### config.mk
export PLATFORM = sky130hd
export DESIGN_NAME = calculation_unit_param
export DESIGN_NICKNAME = d
export VERILOG_FILES = /design/src/rtl/calculation_pkg.sv /design/src/rtl/calculation_unit_param_div_sqrt.sv /design/src/rtl/calculation_unit_param.sv
export SDC_FILE = /design/constraint.sdc
export NUM_CORES = 2
export LEC_CHECK = 0
export BUFFER_PORTS_ARGS = -buffer_cell sky130_fd_sc_hd__buf_2
export CAP_MARGIN = 5
export CORE_ASPECT_RATIO = 1.4
export CORE_MARGIN = 2
export CORE_UTILIZATION = 45
export CTS_BUF_LIST = sky130_fd_sc_hd__clkbuf_16
export DETAILED_ROUTE_END_ITERATION = 7
export REMOVE_ABC_BUFFERS = 1
export SLEW_MARGIN = 20
export SYNTH_ARGS = -nofsm -noshare
export SYNTH_HDL_FRONTEND = slang
export SYNTH_SLANG_ARGS = --single-unit
### constraint.sdc
create_clock -name clk -period 12.3 [get_ports clk]
set_clock_uncertainty 0.2 [all_clocks]
set_input_delay 1.845 -clock clk [delete_from_list [all_inputs] [get_ports clk]]
set_output_delay 1.845 -clock clk [all_outputs]
set_load 0.05 [all_outputs]
### src/rtl/calculation_pkg.sv
// calculation: shared op/state encodings and derived-width helpers for the calculation unit.
package calculation;
  typedef enum logic [2:0] {ADD, SUB, MUL, DIV, SQRT} calc_op_t;
  typedef enum logic [1:0] {IDLE, MUL_WAIT, ITERATE, HOLD} calc_state_t;
  function automatic int a_w(input int f);
    return f + 1;
  endfunction
  function automatic int b_w(input int f);
    return 2 * f + 3;
  endfunction
  function automatic int q_w(input int f);
    return f + 3;
  endfunction
  function automatic int r_w(input int f);
    return f + 4;
  endfunction
endpackage

### src/rtl/calculation_unit_param_div_sqrt.sv
// div_sqrt_iter: radix-2 restoring divider / square root, one result bit per cycle.
module div_sqrt_iter import calculation::*; #(
  parameter int F = 23
) (
  input  logic                clk,
  input  logic                reset,
  input  logic                abort,
  input  logic                start,
  input  logic                sqrt_mode,
  input  logic [F+1:0]        dividend,
  input  logic [F+1:0]        divisor,
  input  logic [q_w(F)-1:0]   radicand,
  output logic                done,
  output logic [q_w(F)-1:0]   q,
  output logic [r_w(F)-1:0]   rem
);
  localparam int QW = q_w(F);
  localparam int RW = r_w(F);
  localparam int IW = RW + 2;
  localparam int CW = $clog2(QW);
  logic          busy, mode, dbz, hit;
  logic [CW-1:0] cnt;
  logic [RW-1:0] rem_q;
  logic [IW-1:0] dvs, cur, trial, diff, keep;
  logic [QW-1:0] q_q, rad;
  // q and rem are the values after this cycle's step, so the caller can latch them on done
  always_comb begin
    cur = mode ? {rem_q, rad[QW-1 -: 2]} : IW'(rem_q);
    trial = mode ? {1'b0, q_q, 2'b01} : dvs;
    diff = cur - trial;
    hit = dbz | (cur >= trial);
    keep = hit ? diff : cur;
    done = busy & (cnt == '0);
    q = {q_q[QW-2:0], hit};
    rem = dbz ? rem_q : RW'((mode | done) ? keep : keep << 1);
  end
  always_ff @(posedge clk) begin
    if (!reset) begin
      busy <= 1'b0;
      mode <= 1'b0;
      dbz <= 1'b0;
      cnt <= '0;
      rem_q <= '0;
      dvs <= '0;
      q_q <= '0;
      rad <= '0;
    end else if (abort) begin
      busy <= 1'b0;
    end else if (start) begin
      busy <= 1'b1;
      mode <= sqrt_mode;
      dbz <= !sqrt_mode && divisor == '0;
      cnt <= CW'(QW - 1);
      rem_q <= sqrt_mode ? '0 : RW'(dividend);
      dvs <= IW'(divisor);
      q_q <= '0;
      rad <= radicand;
    end else if (busy) begin
      busy <= !done;
      cnt <= cnt - 1'b1;
      rem_q <= rem;
      q_q <= q;
      rad <= rad << 2;
    end
  end
endmodule

### src/rtl/calculation_unit_param.sv
// calculation_unit_param: exponent/fraction arithmetic for add, sub, mul, div, sqrt
// with valid/ready handshake, pipelined multiplier and iterative div/sqrt engine.
module calculation_unit_param import calculation::*; #(
  parameter int EXP_W      = 8,
  parameter int FRAC_W     = 23,
  parameter int BIAS       = 127,
  parameter int MUL_STAGES = 2
) (
  input  logic                          clk,
  input  logic                          reset,
  input  logic                          flush,
  input  logic                          in_valid,
  output logic                          in_ready,
  input  calc_op_t                      op,
  input  logic [EXP_W-1:0]              exp_a,
  input  logic [a_w(FRAC_W)-1:0]        frac_a,
  input  logic [EXP_W-1:0]              exp_b,
  input  logic [b_w(FRAC_W)-1:0]        frac_b,
  output logic                          out_valid,
  input  logic                          out_ready,
  output logic signed [EXP_W+1:0]       result_exp,
  output logic [b_w(FRAC_W)-1:0]        result_frac,
  output logic [r_w(FRAC_W)-1:0]        remainder,
  output logic                          div_by_zero
);
  localparam int F = FRAC_W;
  localparam int AW = a_w(F);
  localparam int BW = b_w(F);
  localparam int QW = q_w(F);
  localparam int RW = r_w(F);
  localparam int XW = EXP_W + 2;
  localparam int MCW = $clog2(MUL_STAGES) + 1;
  calc_state_t state, state_n;
  logic [MCW-1:0] mcnt;
  logic accept, mul_load, eng_start, eng_done;
  logic [QW-1:0] eng_q;
  logic [RW-1:0] eng_rem;
  logic signed [XW-1:0] ea, eb, exp_n;
  logic [BW-1:0] frac_n, mul_now, mul_res;
  logic [2*AW-1:0] prod;
  always_comb begin
    in_ready = state == IDLE;
    out_valid = state == HOLD;
    accept = in_valid & in_ready & ~flush;
    eng_start = accept & (op == DIV || op == SQRT);
    mul_load = (state == MUL_WAIT && mcnt == '0) || (accept && op == MUL && MUL_STAGES == 1);
    state_n = flush ? IDLE :
              state == IDLE ? (!accept ? IDLE :
                               op inside {ADD, SUB} ? HOLD :
                               op == MUL ? (MUL_STAGES == 1 ? HOLD : MUL_WAIT) : ITERATE) :
              state == MUL_WAIT ? (mcnt == '0 ? HOLD : MUL_WAIT) :
              state == ITERATE ? (eng_done ? HOLD : ITERATE) :
              out_ready ? IDLE : HOLD;
  end
  always_comb begin
    ea = {2'b00, exp_a};
    eb = {2'b00, exp_b};
    exp_n = op == MUL ? ea + eb - XW'(BIAS) :
            op == DIV ? ea - eb + XW'(BIAS) : ea;
    frac_n = op == ADD ? (BW'(frac_a) << (F + 1)) + frac_b :
             op == SUB ? (BW'(frac_a) << (F + 1)) - frac_b : '0;
    prod = (2*AW)'(frac_a) * (2*AW)'(frac_b[2*F+1:F+1]);
    mul_now = {prod, 1'b0};
  end
  // Product enters the pipe every cycle; the FSM picks it up when the accepted op reaches the last stage
  generate
    if (MUL_STAGES == 1) begin : g_mul_comb
      assign mul_res = mul_now;
    end else begin : g_mul_pipe
      logic [BW-1:0] pipe [MUL_STAGES-1];
      always_ff @(posedge clk) begin
        pipe[0] <= mul_now;
        for (int i = 1; i < MUL_STAGES - 1; i++) pipe[i] <= pipe[i-1];
      end
      assign mul_res = pipe[MUL_STAGES-2];
    end
  endgenerate
  div_sqrt_iter #(.F(F)) u_iter (
    .clk(clk),
    .reset(reset),
    .abort(flush),
    .start(eng_start),
    .sqrt_mode(op == SQRT),
    .dividend({frac_a, 1'b0}),
    .divisor(frac_b[2*F+1:F]),
    .radicand(frac_b[2*F+2:F]),
    .done(eng_done),
    .q(eng_q),
    .rem(eng_rem)
  );
  always_ff @(posedge clk) begin
    if (!reset) begin
      state <= IDLE;
      mcnt <= '0;
      result_exp <= '0;
      result_frac <= '0;
      remainder <= '0;
      div_by_zero <= 1'b0;
    end else begin
      state <= state_n;
      if (accept) begin
        mcnt <= MCW'(MUL_STAGES > 1 ? MUL_STAGES - 2 : 0);
        result_exp <= exp_n;
        result_frac <= frac_n;
        remainder <= '0;
        div_by_zero <= op == DIV && frac_b[2*F+1:F] == '0;
      end else if (state == MUL_WAIT) begin
        mcnt <= mcnt - 1'b1;
      end
      if (mul_load) result_frac <= mul_res;
      if (state == ITERATE && eng_done) begin
        result_frac <= {1'b0, eng_q, {(F-1){1'b0}}};
        remainder <= eng_rem;
      end
    end
  end
endmodule

==> results.txt <==
Finish-stage setup viols: 0
min cycle time layout: 9250 ps
post-synth top area share: 0.278
Critical Path AT: 9520 ps
post-synthesis sequential area ratio: 0.144
post-CTS setup-driven buffer insertion count: 0
Area growth, synth to finish: 7.10%
post-synthesis register bit count: 251
number of I/O pins: 186
detailed-route wire length: 119000 µm
top cells by area, synth: fa_1 (28%), dfxtp_1 (14%), ha_1 (9.9%)
post_cts resized: 0
Placed Instances: 5211
share of layout cells above drive strength 1: 0.0825
fmax: 108 MHz
grt total ovfl: 0
CTS sink cnt: 251
final std cells w/o fill: 5260
Post-Layout Inst Area: 37400 µm²
site row count: 120
Yosys warnings: 0
CTS clock-pin slew for the worst setup and hold paths: 70 ps
largest net degree at the start of global routing: 82
Chip Height: 334 µm
GPL Wtd Cong: 0.949
Starting Density: 0.456
Cells after Synth: 4184
worst setup path class: in -> reg
Post-Syn Area per Cell: 8.36 µm²
clock insertion delay at the later pin of the skew report: 570 ps
area leader, netlist: fa_1
Async SR Flop Fraction: 0
Root Driver: clkbuf_16
part of the cycle the worst path needs: 0.752
Post-CTS Hold Fix Bufs: 0
status: finished clean
Slew Viols, Final: 0
number of synthesized flops with an enable pin: 0
dpl hpwl: 88200 µm
CTS H-tree depth: 1
chip width: 240 µm
final net count: 5061
die area: 80000 µm²
Post-Syn Area: 35000 µm²
worst-margin pin slew: 1090 ps
vias in the first global route: 31300
drt wl/cell: 22.6 µm
Fin. Hold Viols: 0
Inserted Clock Buffers: 25
max-slew headroom at the worst pin: 0.271
initial antenna violation count: 5
All-Layer GR Usage: 0.299
Final TNS setup: 0 ps
placed cell areas: 36600 µm²
global-route wire length before repair: 183000 µm
crit start category: primary input
port bufs: 185
Iter 0 DRT Violations: 2217
# Max-Cap Violations: 0
RSZ-0062 raised after global routing: false
Max Root-Sink Buffers: 3
TritonRoute pass-1 iters: 6
top_reg_cell synth: dfxtp_1
vias per cell: 5.72
hold_ws: 244 ps
routed via count: 30100
Filler cells: 7618
Hold Crit Class: reg -> reg
Crit. End Element: flip-flop
Yosys cell types: 99
core footprint: 76700 µm²
largest fanout on the critical path: 26
TritonCTS clock tree: done
DRC errors left: 0
post-route antenna net violation count: 0
WP data required: 12560 ps
[synth_stat cells (all sizes together) (29+ instances only)]
cell type	count
a211oi	37
a21o	61
a21oi	236
a22oi	29
a31oi	42
and2	302
clkbuf	216
dfxtp	251
fa	486
ha	277
inv	640
mux2i	51
nand2	525
nand3	65
nor2	215
nor3	50
o21ai	136
o21bai	33
xnor2	97
xor2	29
[metrics by stage]
step           setup slack (ps)  utilization
2_1_floorplan              3860            -
3_3_place_gp               2550        0.477
3_5_place_dp               2490        0.477
4_1_cts                    3080        0.488
5_1_grt                    2650        0.488
6_report                   3050        0.488
[layout by cell type, fill, tap and decap left out, types with 33 or more instances in the layout]
cell      Yosys  routed
nand2_1     524     522
nor2_1      214     208
o21bai_1     33      33
nand3_1      65      65
fa_1        486     486
nor3_1       49      49
inv_1       640     642
o21ai_0     127     127
a31oi_1      42      42
buf_2         4     185
xnor2_1      97      97
dfxtp_1     251     249
and2_1      302     301
mux2i_1      51      51
buf_4         3      46
a21oi_1     236     234
a211oi_1     33      33
ha_1        277     277
a21o_1       60      60
[final timing paths]
| path | startpoint | endpoint | slack [ps] | cells after the start |
|---|---|---|---|---|
| max | frac_a[8] | g_mul_pipe.pipe[0][46] | 3050 | 24 |
| min | remainder[19] | remainder[19] | 240 | 2 |
| max reg2reg | u_iter.mode | remainder[10] | 7250 | 16 |
| min reg2reg | remainder[19] | remainder[19] | 240 | 2 |
[worst max-delay path, stage by stage]
cell and delay [ps]:
buf_2 600, ha_1 360, fa_1 500, fa_1 530
inv_1 50, fa_1 470, inv_1 60, fa_1 500
inv_1 50, fa_1 520, inv_1 50, fa_1 490
fa_1 410, ha_1 350, a21o_1 230, a31o_2 220
a221oi_2 260, o21ai_1 220, a221oi_2 470, o21ai_1 270
a41o_1 320, o41ai_2 390, o21ai_1 160, xor2_1 160
[area by class of cell]
cell class | instances | area (µm²) | area share
Clock buffer | 25 | 626 | 0.0167
Inverter | 641 | 2410 | 0.0643
Sequential cell | 251 | 5030 | 0.134
Multi-Input combinational cell | 3051 | 26600 | 0.709
Clock inverter | 20 | 239 | 0.00638
Tap cell | 1037 | 1300 | 0.0347
Timing Repair Buffer | 231 | 1270 | 0.0340
Antenna cell | 4 | 10.0 | 0.000267
[registers in the layout (all words and copies together) (netlist names)]
signal,cells
remainder,27
g_mul_pipe.pipe,48
div_by_zero,1
u_iter.dbz,1
mcnt,2
u_iter.dvs,25
u_iter.busy,1
state,2
u_iter.cnt,5
result_exp,10
u_iter.rem_q,27
u_iter.q_q,26
result_frac,49
u_iter.rad,26
u_iter.mode,1
[kinds of logic (layout without fill, tap and decap cells)]
logic type	Yosys count	after routing	synth area share
muxes	76	76	0.0228
AOI/OAI and AO/OA	791	791	0.149
adders and majority gates	763	763	0.377
xor gates and xnor gates	126	126	0.0316
and+or+nand+nor	1295	1295	0.177
other	0	4	0
DFF	251	251	0.144
buffers and inverters	882	917	0.0984
[routing by layer]
layer | vias to the layer above | GRT usage | wire length [µm]
li1 | 13600 | - | -
met1 | 15200 | 0.362 | 46700
met2 | 1077 | 0.543 | 61100
met3 | 233 | 0.0314 | 6710
met4 | 0 | 0.107 | 4390
met5 | - | 0 | 0
Power is not shown: default switching activity piles up to over one toggle a cycle in this logic, so the estimate is an artifact.
